`src/rtl/fix_field_writer_if.sv`:
```
// Byte-stream input, RAM port-0 write side and per-message status
// of the FIX field writer.
interface fix_field_writer_if #(
    parameter int ADDR_WIDTH = 8,
    parameter int DATA_WIDTH = 32
);
    logic                  in_valid;
    logic                  in_ready;
    logic [7:0]            in_data;
    logic                  in_last;
    logic                  ram_cs;
    logic                  ram_we;
    logic                  ram_oe;
    logic [ADDR_WIDTH-1:0] ram_addr;
    logic [DATA_WIDTH-1:0] ram_data;
    logic                  msg_done;
    logic                  msg_err;
    logic [ADDR_WIDTH-1:0] field_count;

    modport master (
        input  in_valid, in_data, in_last,
        output in_ready,
        output ram_cs, ram_we, ram_oe, ram_addr, ram_data,
        output msg_done, msg_err, field_count
    );

    modport slave (
        output in_valid, in_data, in_last,
        input  in_ready,
        input  ram_cs, ram_we, ram_oe, ram_addr, ram_data,
        input  msg_done, msg_err, field_count
    );
endinterface

```
`src/rtl/fix_field_writer.sv`:
```
// Parses a raw FIX tag=value<SOH> stream and writes one header word
// plus packed little-endian value words per field into port 0 of the RAM.
module fix_field_writer #(
    parameter int ADDR_WIDTH = 8,
    parameter int DATA_WIDTH = 32,
    parameter int TAG_WIDTH  = 16
) (
    input  logic               clk,
    input  logic               rst,
    fix_field_writer_if.master bus
);
    localparam int BPW = DATA_WIDTH / 8;
    localparam int BW  = $clog2(BPW);
    localparam int AW2 = ADDR_WIDTH + 2;
    localparam int TW4 = TAG_WIDTH + 4;
    localparam logic [AW2-1:0] LAST_ADDR = AW2'((1 << ADDR_WIDTH) - 1);
    localparam logic [TW4-1:0] TAG_MAX = {4'b0, {TAG_WIDTH{1'b1}}};

    typedef enum logic [2:0] {
        S_TAG, S_VALUE, S_FLUSH, S_HDR, S_ERR
    } state_t;

    state_t                state_q;
    logic [TAG_WIDTH-1:0]  tag_q;
    logic                  have_dig_q;
    logic [15:0]           len_q;
    logic [DATA_WIDTH-1:0] word_q;
    logic [BW-1:0]         bcnt_q;
    logic [ADDR_WIDTH:0]   widx_q;
    logic [ADDR_WIDTH:0]   base_q;
    logic [ADDR_WIDTH-1:0] cnt_q;
    logic                  last_q;
    logic                  ram_cs_q;
    logic [ADDR_WIDTH-1:0] ram_addr_q;
    logic [DATA_WIDTH-1:0] ram_data_q;
    logic                  msg_done_q;
    logic                  msg_err_q;
    logic [ADDR_WIDTH-1:0] field_count_q;

    logic                  xfer, soh, is_dig, is_eq;
    logic                  partial, full, tag_ovf;
    logic                  waddr_ovf, hdr_ovf, term_last;
    logic                  hdr_go, err_now, err_end;
    logic [TW4-1:0]        tag_nx;
    logic [AW2-1:0]        waddr;
    logic [DATA_WIDTH-1:0] word_nx, hdr_word;

    assign bus.in_ready = !rst &&
        (state_q inside {S_TAG, S_VALUE, S_ERR});
    assign xfer   = bus.in_valid && bus.in_ready;
    assign soh    = bus.in_data == 8'h01;
    assign is_eq  = bus.in_data == 8'h3D;
    assign is_dig = bus.in_data >= 8'h30 && bus.in_data <= 8'h39;

    assign tag_nx = TW4'(tag_q) * TW4'(10) + TW4'(bus.in_data[3:0]);
    assign tag_ovf = tag_nx > TAG_MAX;

    assign partial = bcnt_q != '0;
    assign full    = bcnt_q == BW'(BPW - 1);

    // next value-word address; equals the next field base once all words are out
    assign waddr     = AW2'(base_q) + AW2'(widx_q) + AW2'(1);
    assign waddr_ovf = waddr > LAST_ADDR;
    assign hdr_ovf   = AW2'(base_q) > LAST_ADDR;
    assign term_last = (state_q == S_FLUSH) ? last_q : bus.in_last;

    always_comb begin
        word_nx = word_q;
        word_nx[{bcnt_q, 3'b000} +: 8] = bus.in_data;
        hdr_word = '0;
        hdr_word[15:0]  = len_q;
        hdr_word[31:16] = 16'(tag_q);
    end

    always_comb begin
        err_now = 1'b0;
        unique case (state_q)
            S_TAG: err_now = xfer && (bus.in_last ||
                !((is_dig && !tag_ovf) || (is_eq && have_dig_q)));
            S_VALUE: err_now = xfer && (soh ?
                (partial ? waddr_ovf : hdr_ovf) :
                (bus.in_last || (full && waddr_ovf)));
            S_FLUSH: err_now = hdr_ovf;
            default: err_now = 1'b0;
        endcase
    end

    assign err_end = (err_now && term_last) ||
        (state_q == S_ERR && xfer && bus.in_last);
    assign hdr_go = !err_now && (state_q == S_FLUSH ||
        (state_q == S_VALUE && xfer && soh && !partial));

    always_ff @(posedge clk) begin
        if (rst) begin
            state_q       <= S_TAG;
            tag_q         <= '0;
            have_dig_q    <= 1'b0;
            len_q         <= '0;
            word_q        <= '0;
            bcnt_q        <= '0;
            widx_q        <= '0;
            base_q        <= '0;
            cnt_q         <= '0;
            last_q        <= 1'b0;
            ram_cs_q      <= 1'b0;
            ram_addr_q    <= '0;
            ram_data_q    <= '0;
            msg_done_q    <= 1'b0;
            msg_err_q     <= 1'b0;
            field_count_q <= '0;
        end else begin
            ram_cs_q   <= 1'b0;
            msg_done_q <= 1'b0;
            msg_err_q  <= 1'b0;
            if (err_now || err_end) begin
                tag_q      <= '0;
                have_dig_q <= 1'b0;
                len_q      <= '0;
                word_q     <= '0;
                bcnt_q     <= '0;
                widx_q     <= '0;
                base_q     <= '0;
                cnt_q      <= '0;
                last_q     <= 1'b0;
                state_q    <= err_end ? S_TAG : S_ERR;
                if (err_end) begin
                    msg_err_q     <= 1'b1;
                    field_count_q <= '0;
                end
            end else if (hdr_go) begin
                ram_cs_q   <= 1'b1;
                ram_addr_q <= base_q[ADDR_WIDTH-1:0];
                ram_data_q <= hdr_word;
                tag_q      <= '0;
                have_dig_q <= 1'b0;
                len_q      <= '0;
                widx_q     <= '0;
                last_q     <= 1'b0;
                state_q    <= S_HDR;
                if (term_last) begin
                    msg_done_q    <= 1'b1;
                    field_count_q <= cnt_q + 1'b1;
                    base_q        <= '0;
                    cnt_q         <= '0;
                end else begin
                    base_q <= waddr[ADDR_WIDTH:0];
                    cnt_q  <= cnt_q + 1'b1;
                end
            end else begin
                unique case (state_q)
                    S_TAG: if (xfer) begin
                        if (is_dig) begin
                            tag_q      <= tag_nx[TAG_WIDTH-1:0];
                            have_dig_q <= 1'b1;
                        end else begin
                            state_q <= S_VALUE;
                        end
                    end
                    S_VALUE: if (xfer) begin
                        if (soh) begin
                            // only reached with a partial word pending
                            last_q     <= bus.in_last;
                            ram_cs_q   <= 1'b1;
                            ram_addr_q <= waddr[ADDR_WIDTH-1:0];
                            ram_data_q <= word_q;
                            word_q     <= '0;
                            bcnt_q     <= '0;
                            widx_q     <= widx_q + 1'b1;
                            state_q    <= S_FLUSH;
                        end else begin
                            len_q <= len_q + 16'd1;
                            if (full) begin
                                ram_cs_q   <= 1'b1;
                                ram_addr_q <= waddr[ADDR_WIDTH-1:0];
                                ram_data_q <= word_nx;
                                word_q     <= '0;
                                bcnt_q     <= '0;
                                widx_q     <= widx_q + 1'b1;
                            end else begin
                                word_q <= word_nx;
                                bcnt_q <= bcnt_q + 1'b1;
                            end
                        end
                    end
                    S_HDR: state_q <= S_TAG;
                    default: ;
                endcase
            end
        end
    end

    assign bus.ram_cs      = ram_cs_q;
    assign bus.ram_we      = ram_cs_q;
    assign bus.ram_oe      = 1'b0;
    assign bus.ram_addr    = ram_addr_q;
    assign bus.ram_data    = ram_data_q;
    assign bus.msg_done    = msg_done_q;
    assign bus.msg_err     = msg_err_q;
    assign bus.field_count = field_count_q;
endmodule
```
`src/flat_wrapper.sv`:
```
// flat-port wrapper written by rule: the top's interface ports become plain ports
module fix_field_writer_flat 
#(
    parameter int ADDR_WIDTH = 8,
    parameter int DATA_WIDTH = 32,
    parameter int TAG_WIDTH  = 16
)
  (clk, rst, bus_in_valid, bus_in_data, bus_in_last, bus_in_ready, bus_ram_cs, bus_ram_we, bus_ram_oe, bus_ram_addr, bus_ram_data, bus_msg_done, bus_msg_err, bus_field_count);
  fix_field_writer_if #(.ADDR_WIDTH(ADDR_WIDTH), .DATA_WIDTH(DATA_WIDTH)) bus_i ();
  input  logic clk;
  input  logic rst;
  input wire logic [$bits(bus_i.in_valid)-1:0] bus_in_valid;
  input wire logic [$bits(bus_i.in_data)-1:0] bus_in_data;
  input wire logic [$bits(bus_i.in_last)-1:0] bus_in_last;
  output wire logic [$bits(bus_i.in_ready)-1:0] bus_in_ready;
  output wire logic [$bits(bus_i.ram_cs)-1:0] bus_ram_cs;
  output wire logic [$bits(bus_i.ram_we)-1:0] bus_ram_we;
  output wire logic [$bits(bus_i.ram_oe)-1:0] bus_ram_oe;
  output wire logic [$bits(bus_i.ram_addr)-1:0] bus_ram_addr;
  output wire logic [$bits(bus_i.ram_data)-1:0] bus_ram_data;
  output wire logic [$bits(bus_i.msg_done)-1:0] bus_msg_done;
  output wire logic [$bits(bus_i.msg_err)-1:0] bus_msg_err;
  output wire logic [$bits(bus_i.field_count)-1:0] bus_field_count;
  assign bus_i.in_valid = bus_in_valid;
  assign bus_i.in_data = bus_in_data;
  assign bus_i.in_last = bus_in_last;
  assign bus_in_ready = bus_i.in_ready;
  assign bus_ram_cs = bus_i.ram_cs;
  assign bus_ram_we = bus_i.ram_we;
  assign bus_ram_oe = bus_i.ram_oe;
  assign bus_ram_addr = bus_i.ram_addr;
  assign bus_ram_data = bus_i.ram_data;
  assign bus_msg_done = bus_i.msg_done;
  assign bus_msg_err = bus_i.msg_err;
  assign bus_field_count = bus_i.field_count;
  fix_field_writer #(.ADDR_WIDTH(ADDR_WIDTH), .DATA_WIDTH(DATA_WIDTH), .TAG_WIDTH(TAG_WIDTH)) u_core (.clk(clk), .rst(rst), .bus(bus_i));
endmodule
```
`config.mk`:
```
export PLATFORM = sky130hd
export DESIGN_NAME = fix_field_writer_flat
export DESIGN_NICKNAME = d
export VERILOG_FILES = /design/src/rtl/fix_field_writer_if.sv /design/src/rtl/fix_field_writer.sv /design/src/flat_wrapper.sv
export SDC_FILE = /design/constraint.sdc
export NUM_CORES = 1
export LEC_CHECK = 0
export CAP_MARGIN = 30
export CORE_ASPECT_RATIO = 0.9
export CORE_MARGIN = 3
export CORE_UTILIZATION = 30
export CTS_CLUSTER_SIZE = 25
export DETAILED_ROUTE_END_ITERATION = 8
export PLACE_DENSITY_LB_ADDON = 0.05
export SLEW_MARGIN = 20
export SYNTH_ARGS = -nofsm -noshare
export SYNTH_HDL_FRONTEND = slang
export SYNTH_SLANG_ARGS = --single-unit
```
`constraint.sdc`:
```
create_clock -name clk -period 5.1 [get_ports clk]
set_input_delay 1.53 -clock clk [delete_from_list [all_inputs] [get_ports clk]]
set_output_delay 1.53 -clock clk [all_outputs]
set_load 0.01 [all_outputs]
```
==> results of run 1 <==
==> kinds of logic (layout without fill, tap and decap cells) <==
| group | after synthesis | count (layout) |
|---|---|---|
| AO/OA/AOI/OAI | 265 | 265 |
| XOR/XNOR | 53 | 53 |
| adder cells (fa/ha/maj) | 52 | 52 |
| buffers and inverters | 72 | 163 |
| flip-flops | 148 | 148 |
| multiplexers | 12 | 12 |
| other | 1 | 1 |
| AND/OR/NAND/NOR | 336 | 336 |
==> cell type report <==
| type | count | area [µm²] | share of cell area [%] |
|---|---|---|---|
| Inverter | 12 | 45.04 | 0.4550 |
| Multi-Input combinational cell | 719 | 4823 | 48.72 |
| Timing Repair Buffer | 119 | 1084 | 10.95 |
| Clock inverter | 14 | 120.1 | 1.213 |
| Sequential cell | 148 | 2963 | 29.93 |
| Clock buffer | 18 | 429.2 | 4.335 |
| Tap cell | 348 | 435.4 | 4.398 |
==> metrics by stage <==
step           instance area, µm²  std cells  util [%]  power (mW)
4_1_cts                      9892       1377     37.65       2.829
6_report                     9899       1378     37.68       2.791
2_1_floorplan                8073        939         -       1.442
3_5_place_dp                 9343       1345     35.56       1.616
3_3_place_gp                 9338       1344     35.54       1.618
5_1_grt                      9899       1378     37.68       2.913
==> state kept, by name (all words and copies together), names as in the netlist, 9 cells and up <==
| register | count |
|---|---|
| u_core.tag_q | 16 |
| u_core.base_q | 9 |
| u_core.bus.ram_data | 32 |
| u_core.word_q | 32 |
| u_core.len_q | 16 |
| u_core.widx_q | 9 |
==> Yosys cell counts, types with 11 or more instances <==
master,instances
sky130_fd_sc_hd__nor3_1,12
sky130_fd_sc_hd__a22o_1,38
sky130_fd_sc_hd__a22oi_1,17
sky130_fd_sc_hd__nor2_1,143
sky130_fd_sc_hd__a221o_1,13
sky130_fd_sc_hd__a21oi_1,36
sky130_fd_sc_hd__nand2_1,73
sky130_fd_sc_hd__inv_1,12
sky130_fd_sc_hd__o21ai_0,44
sky130_fd_sc_hd__nand4_1,12
sky130_fd_sc_hd__xnor2_1,26
sky130_fd_sc_hd__nand3_1,25
sky130_fd_sc_hd__a211oi_1,42
sky130_fd_sc_hd__clkbuf_1,34
sky130_fd_sc_hd__and3_1,16
sky130_fd_sc_hd__xor2_1,27
sky130_fd_sc_hd__a221oi_1,17
sky130_fd_sc_hd__dfxtp_1,148
sky130_fd_sc_hd__ha_1,49
sky130_fd_sc_hd__buf_2,16
sky130_fd_sc_hd__mux2i_1,11
==> worst register-to-register path, delay by kind of cell (launching register included) <==
family          cells  cell delay [ns]
compound gates      2             0.38
xor+xnor            1             0.26
fa+ha+maj           3             0.92
buf+inv             2             0.64
flops               1             0.50
simple gates        7             1.50
==> metal layers <==
layer	share of wire (%)	global-route usage, %	routed length [µm]
met4	0.93	4.037	230
met5	0	0	0
met3	3.5	3.173	858
met1	55	27.61	13680
met2	40	24.36	9974
==> report_power, final <==
group          leakage, nW  switching, mW  internal (mW)
sequential            1.19         0.0275           1.19
combinational         2.29          0.221          0.151
clock                0.256          0.565          0.636
total                 3.74          0.814           1.98
==> worst max path at each step <==
stage	from	to	slack, ns
after detailed placement	bus_in_data[1]	u_core.bus.ram_data[24]	0.08
after CTS	bus_in_data[1]	u_core.bus.ram_data[19]	0.50
final	bus_in_data[2]	u_core.bus.ram_data[21]	0.58
after global routing	bus_in_data[1]	u_core.bus.ram_data[22]	0.37
after global placement	bus_in_data[2]	u_core.bus.ram_data[19]	0.15
after floorplan	bus_in_data[2]	u_core.bus.ram_data[22]	0.94
==> results.toml, run 1 <==
[critical_path]
cpLargestDelayFamily = "buffers and inverters"
cp.depth = 17
cp.buffers_inverters = 7
critPathCaptureType = "register"
critPathMaxFanout = 31
timing_worst_setup_path_type = "in -> reg"
critical_path_arrival_ns = 4.90
worst_ep_required_time_ns = 5.48
timing.critical_path.from_type = "input pin"
critPathMaxStageDelay_ns = 0.49
regToRegStartpoint = "u_core.tag_q[1]"
cpMostUsedCell = "sky130_fd_sc_hd__buf_4"
worstReg2RegEnd = "u_core.bus.ram_data[21]"
worst-r2r-cell-count = 15
rrSetupSlack_ns = 0.84
slowest_stage = "sky130_fd_sc_hd__clkdlybuf4s50_1"
crit_chain = "clkdlybuf4s50_1, buf_4, nor4_1, buf_4, and2_1, buf_4, nand3_1, nand4_1, o31ai_1, buf_4, a22oi_1, a31oi_2, buf_4, nand2_1, buf_12, nor2_1, a221o_1"

[drt]
drc = 0
detail_route.vias_per_cell = 5.187
detail_route.iter0.violations = 432
route.antenna.remaining_nets = 0
vias = 7148
detailedRoute.firstPassIterationCount = 5
wire_per_inst_um = 17.96
route.final.wire_length_um = 24750

[sta]
whs_ns = 0.4702
report.final.hold_viol_count = 0
postLayoutSetupSlackWorst_ns = 0.5821
setup-violations-final = 0
rsz0062_at_grt = "false"
totalNegativeSetupSlack_ns = 0
timing.final.crit_share_pct = 88.59
worst_pin_slew_ns = 0.6850
post-route-min-period_ns = 4.518
timing.max_slew.rel_slack_pct = 54.33
final_max_slew_viol_count = 0
max_freq_mhz = 221.3
fin_worst_skew_ns = 0.01597

[logic_synthesis]
synth_simple_gate_area_share_pct = 19.65
synthesis.area_per_instance_um2 = 8.597
yosys.area.top_type = "sky130_fd_sc_hd__dfxtp_1"
yosys_warnings = 0
yosys.area_share.xor_xnor_pct = 5.750
ys_types = 73
post_synthesis_compound_gate_area_fraction_pct = 24.04
cell_area_after_synthesis_um2 = 8073
top_post_synthesis_cells_by_area = "sky130_fd_sc_hd__dfxtp_1 (37%), sky130_fd_sc_hd__ha_1 (7.6%), sky130_fd_sc_hd__nor2_1 (6.6%)"
post_synth_arst_share_pct = 0
synthesis.nets = 1003
synth-adder-area-share_pct = 8.338
synth_top_cell_area_share_pct = 36.70
combinational_family_with_the_most_area_after_synthesis = "compound AO/OA/AOI/OAI gates"
synth-seq-area-share_pct = 36.70
synth.area.mux_share_pct = 1.503
ys.flop_type = "sky130_fd_sc_hd__dfxtp_1"
synth.ff_latch_count = 148
synth_enable_flop_cells = 0
post_synthesis_cells = 939

[placed_design]
gp_congestion = 0.7734
io_buffer_count = 64
detailedPlacementHpwl_um = 17870
place_worst_setup_slack_ns = 0.08211

[cts]
cts-buffers-inserted = 17
cts.clk_slew.worst_paths_ns = 0.07
cts_hold_repair.buffers = 0
ctsRootBufferMaster = "sky130_fd_sc_hd__clkbuf_16"
cts_max_path_buffers = 2
clkLatencyLatePin_ns = 0.43
clock_tree_from_tritoncts = "yes"
tritoncts_num_sinks = 148
postCtsResizedCells = 0
postCtsSetupRepairBufs = 0
cts-htree-levels = 4

[layout]
drive_gt1_share_pct = 10.39
antenna-diode-count = 0
final_common_cell = "sky130_fd_sc_hd__dfxtp_1"
filler_cell_count = 2766
nNetsFinal = 1081
mostFrequentLayoutCells = "sky130_fd_sc_hd__dfxtp_1 (148), sky130_fd_sc_hd__nor2_1 (143), sky130_fd_sc_hd__nand2_1 (73)"
synthToLayoutAreaGrowth_pct = 22.63

[global_routing]
grt_first_pass_wirelength_um = 39540
largest_net_degree_at_the_start_of_global_routing = 37
antenna_violations_before_repair = 0
globalRouteOverflowTotal = 0
first_global_vias = 6925
grt_util_all_layers_pct = 17.53

[min_path]
hold_end = "u_core.bus.field_count[0]"
worst_hold_path_type = "reg -> reg"
hold_path.startpoint = "u_core.bus.field_count[0]"
min_delay_path_depth = 1

[power_and_ir_drop]
vdd_ir_drop_max_mv = 0.1690
power_density_nw_per_um2 = 281.9
leakagePower_nw = 3.736

[die]
initial_utilization_pct = 30.72
fp.dieW_um = 178.9
placementRows = 56
design.portCount = 66
design.die.area_um2 = 28920
dieHeight_um = 161.6
floorplan.core_area_um2 = 26280

[outcome]
outcome = "finished, final reports clean"

[flow_run]
maxCapViolations = 0
Power figures use the tool's default switching activity.
==> run 2: changes to the inputs <==
--- a/config.mk
+++ b/config.mk
@@ -11,6 +11,7 @@
 export CORE_UTILIZATION = 30
 export CTS_CLUSTER_SIZE = 25
 export DETAILED_ROUTE_END_ITERATION = 8
+export DONT_BUFFER_PORTS = 1
 export PLACE_DENSITY_LB_ADDON = 0.05
 export SLEW_MARGIN = 20
 export SYNTH_ARGS = -nofsm -noshare
==> run 2 against run 1 <==
  * Count of clock-buffer cells in the layout shrank 1
  * Final area decreased by 9.1%
  * Clock power up 6%
  * Combinational power shrank 32%
  * Total power is 1.4% lower
  * Critical endpoint is now u_core.bus.ram_data[29]
  * Via count fell by 3.5%
  * Non-clock buffer count is 101 lower
  * Critical path depth is 4 lower
  * Worst setup slack better by 0.081 ns
  * Fmax is 1.8% higher
  * Core utilization is 3.4 points lower
  * First-iteration DRC count increased by 4.9%
  * Critical path type is now reg -> reg
==> results.toml, run 2 (synthesis results as in run 1) <==
[global_routing]
grt_first_pass_wirelength_um = 38780
largest_net_degree_at_the_start_of_global_routing = 46
antenna_violations_before_repair = 0
first_global_vias = 6820
grt_util_all_layers_pct = 16.93
globalRouteOverflowTotal = 0

[cts]
tritoncts_num_sinks = 148
ctsRootBufferMaster = "sky130_fd_sc_hd__clkbuf_16"
clkLatencyLatePin_ns = 0.42
cts-htree-levels = 4
cts.clk_slew.worst_paths_ns = 0.07
clock_tree_from_tritoncts = "yes"
cts_hold_repair.buffers = 0
cts-buffers-inserted = 17
postCtsResizedCells = 0
cts_max_path_buffers = 2
postCtsSetupRepairBufs = 0

[min_path]
min_delay_path_depth = 2
hold_path.startpoint = "u_core.have_dig_q"
worst_hold_path_type = "reg -> reg"
hold_end = "u_core.have_dig_q"

[layout]
antenna-diode-count = 0
drive_gt1_share_pct = 7.535
synthToLayoutAreaGrowth_pct = 11.44
nNetsFinal = 980
final_common_cell = "sky130_fd_sc_hd__dfxtp_1"
layout.cell_area.non_filler_um2 = 8996
mostFrequentLayoutCells = "sky130_fd_sc_hd__dfxtp_1 (148), sky130_fd_sc_hd__nor2_1 (143), sky130_fd_sc_hd__nand2_1 (73)"
final_util_pct = 34.24

[die]
floorplan.core_area_um2 = 26280
design.die.area_um2 = 28920
fp.dieW_um = 178.9
dieHeight_um = 161.6
design.portCount = 66
placementRows = 56
initial_utilization_pct = 30.72

[critical_path]
worst-r2r-cell-count = 13
timing_worst_setup_path_type = "reg -> reg"
timing.critical_path.from_type = "register"
rrSetupSlack_ns = 0.66
worstReg2RegEnd = "u_core.bus.ram_data[29]"
critPathMaxFanout = 16
critical_path_arrival_ns = 4.75
worst_ep_required_time_ns = 5.41
regToRegStartpoint = "u_core.tag_q[1]"
critPathCaptureType = "register"

[drt]
route.antenna.remaining_nets = 0
detailedRoute.firstPassIterationCount = 5
route.final.wire_length_um = 24080
detail_route.vias_per_cell = 5.402
vias = 6898
wire_per_inst_um = 18.86
detail_route.iter0.violations = 453
drc = 0

[sta]
post-route-min-period_ns = 4.437
final_max_slew_viol_count = 0
report.final.hold_viol_count = 0
timing.final.crit_share_pct = 87.00
rsz0062_at_grt = "false"
setup-violations-final = 0
postLayoutSetupSlackWorst_ns = 0.6630
fin_worst_skew_ns = 0.01168
max_freq_mhz = 225.4
worst_pin_slew_ns = 0.9452
timing.max_slew.rel_slack_pct = 36.75
totalNegativeSetupSlack_ns = 0

[flow_run]
maxCapViolations = 0

[placed_design]
io_buffer_count = 0
detailedPlacementHpwl_um = 17380
postPlaceCellArea_um2 = 8411
gp_congestion = 0.8249
place_worst_setup_slack_ns = 0.3841

[outcome]
outcome = "finished, final reports clean"

[power_and_ir_drop]
vdd_ir_drop_max_mv = 0.1757
leakagePower_nw = 3.345
power_density_nw_per_um2 = 305.8
==> run 2: cell count changes in the layout (fill, tap and decap cells not counted), sizes merged <==
cell / previous run / this run
clkdlybuf4s50: 63 / 0
inv: 18 / 22
clkinvlp: 4 / 1
clkbuf: 18 / 17
buf: 56 / 18
bufinv: 0 / 1
clkinv: 4 / 3
==> run 2: worst max-delay path by stage <==
stage	startpoint	to	slack (ns)	depth (start not counted)
after global placement	bus_in_data[3]	u_core.bus.ram_data[23]	0.38	10
after floorplan	bus_in_data[2]	u_core.bus.ram_data[22]	0.94	14
after CTS	u_core.tag_q[1]	u_core.bus.ram_data[26]	0.64	13
after detailed placement	bus_in_data[2]	u_core.bus.ram_data[29]	0.38	11
after global routing	u_core.tag_q[1]	u_core.bus.ram_data[29]	0.36	13
final	u_core.tag_q[1]	u_core.bus.ram_data[29]	0.66	13
==> run 2: metrics by stage <==
step / std cells / power [mW] / hold slack, ns
5_1_grt: 1277 / 2.875 / 0.4946
2_1_floorplan: 939 / 1.442 / 0.4318
6_report: 1277 / 2.751 / 0.4759
4_1_cts: 1277 / 2.791 / 0.4728
3_3_place_gp: 1245 / 1.509 / 0.4538
3_5_place_dp: 1245 / 1.510 / 0.4573
==> run 2: where the power goes <==
group	switching (mW)	total (mW)	internal, mW	leakage (nW)
registers	0.0427	1.23	1.19	1.19
clock network	0.571	1.27	0.697	0.289
logic	0.171	0.252	0.0808	1.86
total	0.784	2.75	1.97	3.35
==> run 2: cell type report <==
cell class,instances,area (µm²)
sequential,148,2963
multi-input combinational,719,4832
clock inverter,15,160.2
clock buffer,17,425.4
fill,2780,17280
timing repair buffer,18,135.1
tap,348,435.4
inverter,12,45.04
==> run 2: metal layers <==
layer | wire length, µm | GRT usage (%)
met1 | 12090 | 24.71
met3 | 1564 | 4.537
met2 | 9943 | 24.12
met4 | 487 | 5.276
met5 | 0 | 0
==> run 2: worst max-delay path, stage by stage, from the launching register on <==
cell                      delay, ns
sky130_fd_sc_hd__dfxtp_1       0.49
sky130_fd_sc_hd__ha_1          0.29
sky130_fd_sc_hd__ha_1          0.23
sky130_fd_sc_hd__fa_1          0.41
sky130_fd_sc_hd__nand3_1       0.14
sky130_fd_sc_hd__nand2_1       0.10
sky130_fd_sc_hd__xor2_1        0.28
sky130_fd_sc_hd__nand3_1       0.25
sky130_fd_sc_hd__or4_4         0.51
sky130_fd_sc_hd__o41ai_4       0.31
sky130_fd_sc_hd__a31o_1        0.43
sky130_fd_sc_hd__or2_4         0.34
sky130_fd_sc_hd__nor2_2        0.17
sky130_fd_sc_hd__a221o_1       0.37
==> run 3: changes to the inputs <==
--- a/config.mk
+++ b/config.mk
@@ -5,13 +5,13 @@
 export SDC_FILE = /design/constraint.sdc
 export NUM_CORES = 1
 export LEC_CHECK = 0
-export CAP_MARGIN = 30
 export CORE_ASPECT_RATIO = 0.9
 export CORE_MARGIN = 3
 export CORE_UTILIZATION = 30
 export CTS_CLUSTER_SIZE = 25
 export DETAILED_ROUTE_END_ITERATION = 8
 export DONT_BUFFER_PORTS = 1
+export GPL_ROUTABILITY_DRIVEN = 0
 export PLACE_DENSITY_LB_ADDON = 0.05
 export SLEW_MARGIN = 20
 export SYNTH_ARGS = -nofsm -noshare
==> results of run 3 <==
Final layout, timing and power as in run 2 (identical DEF).
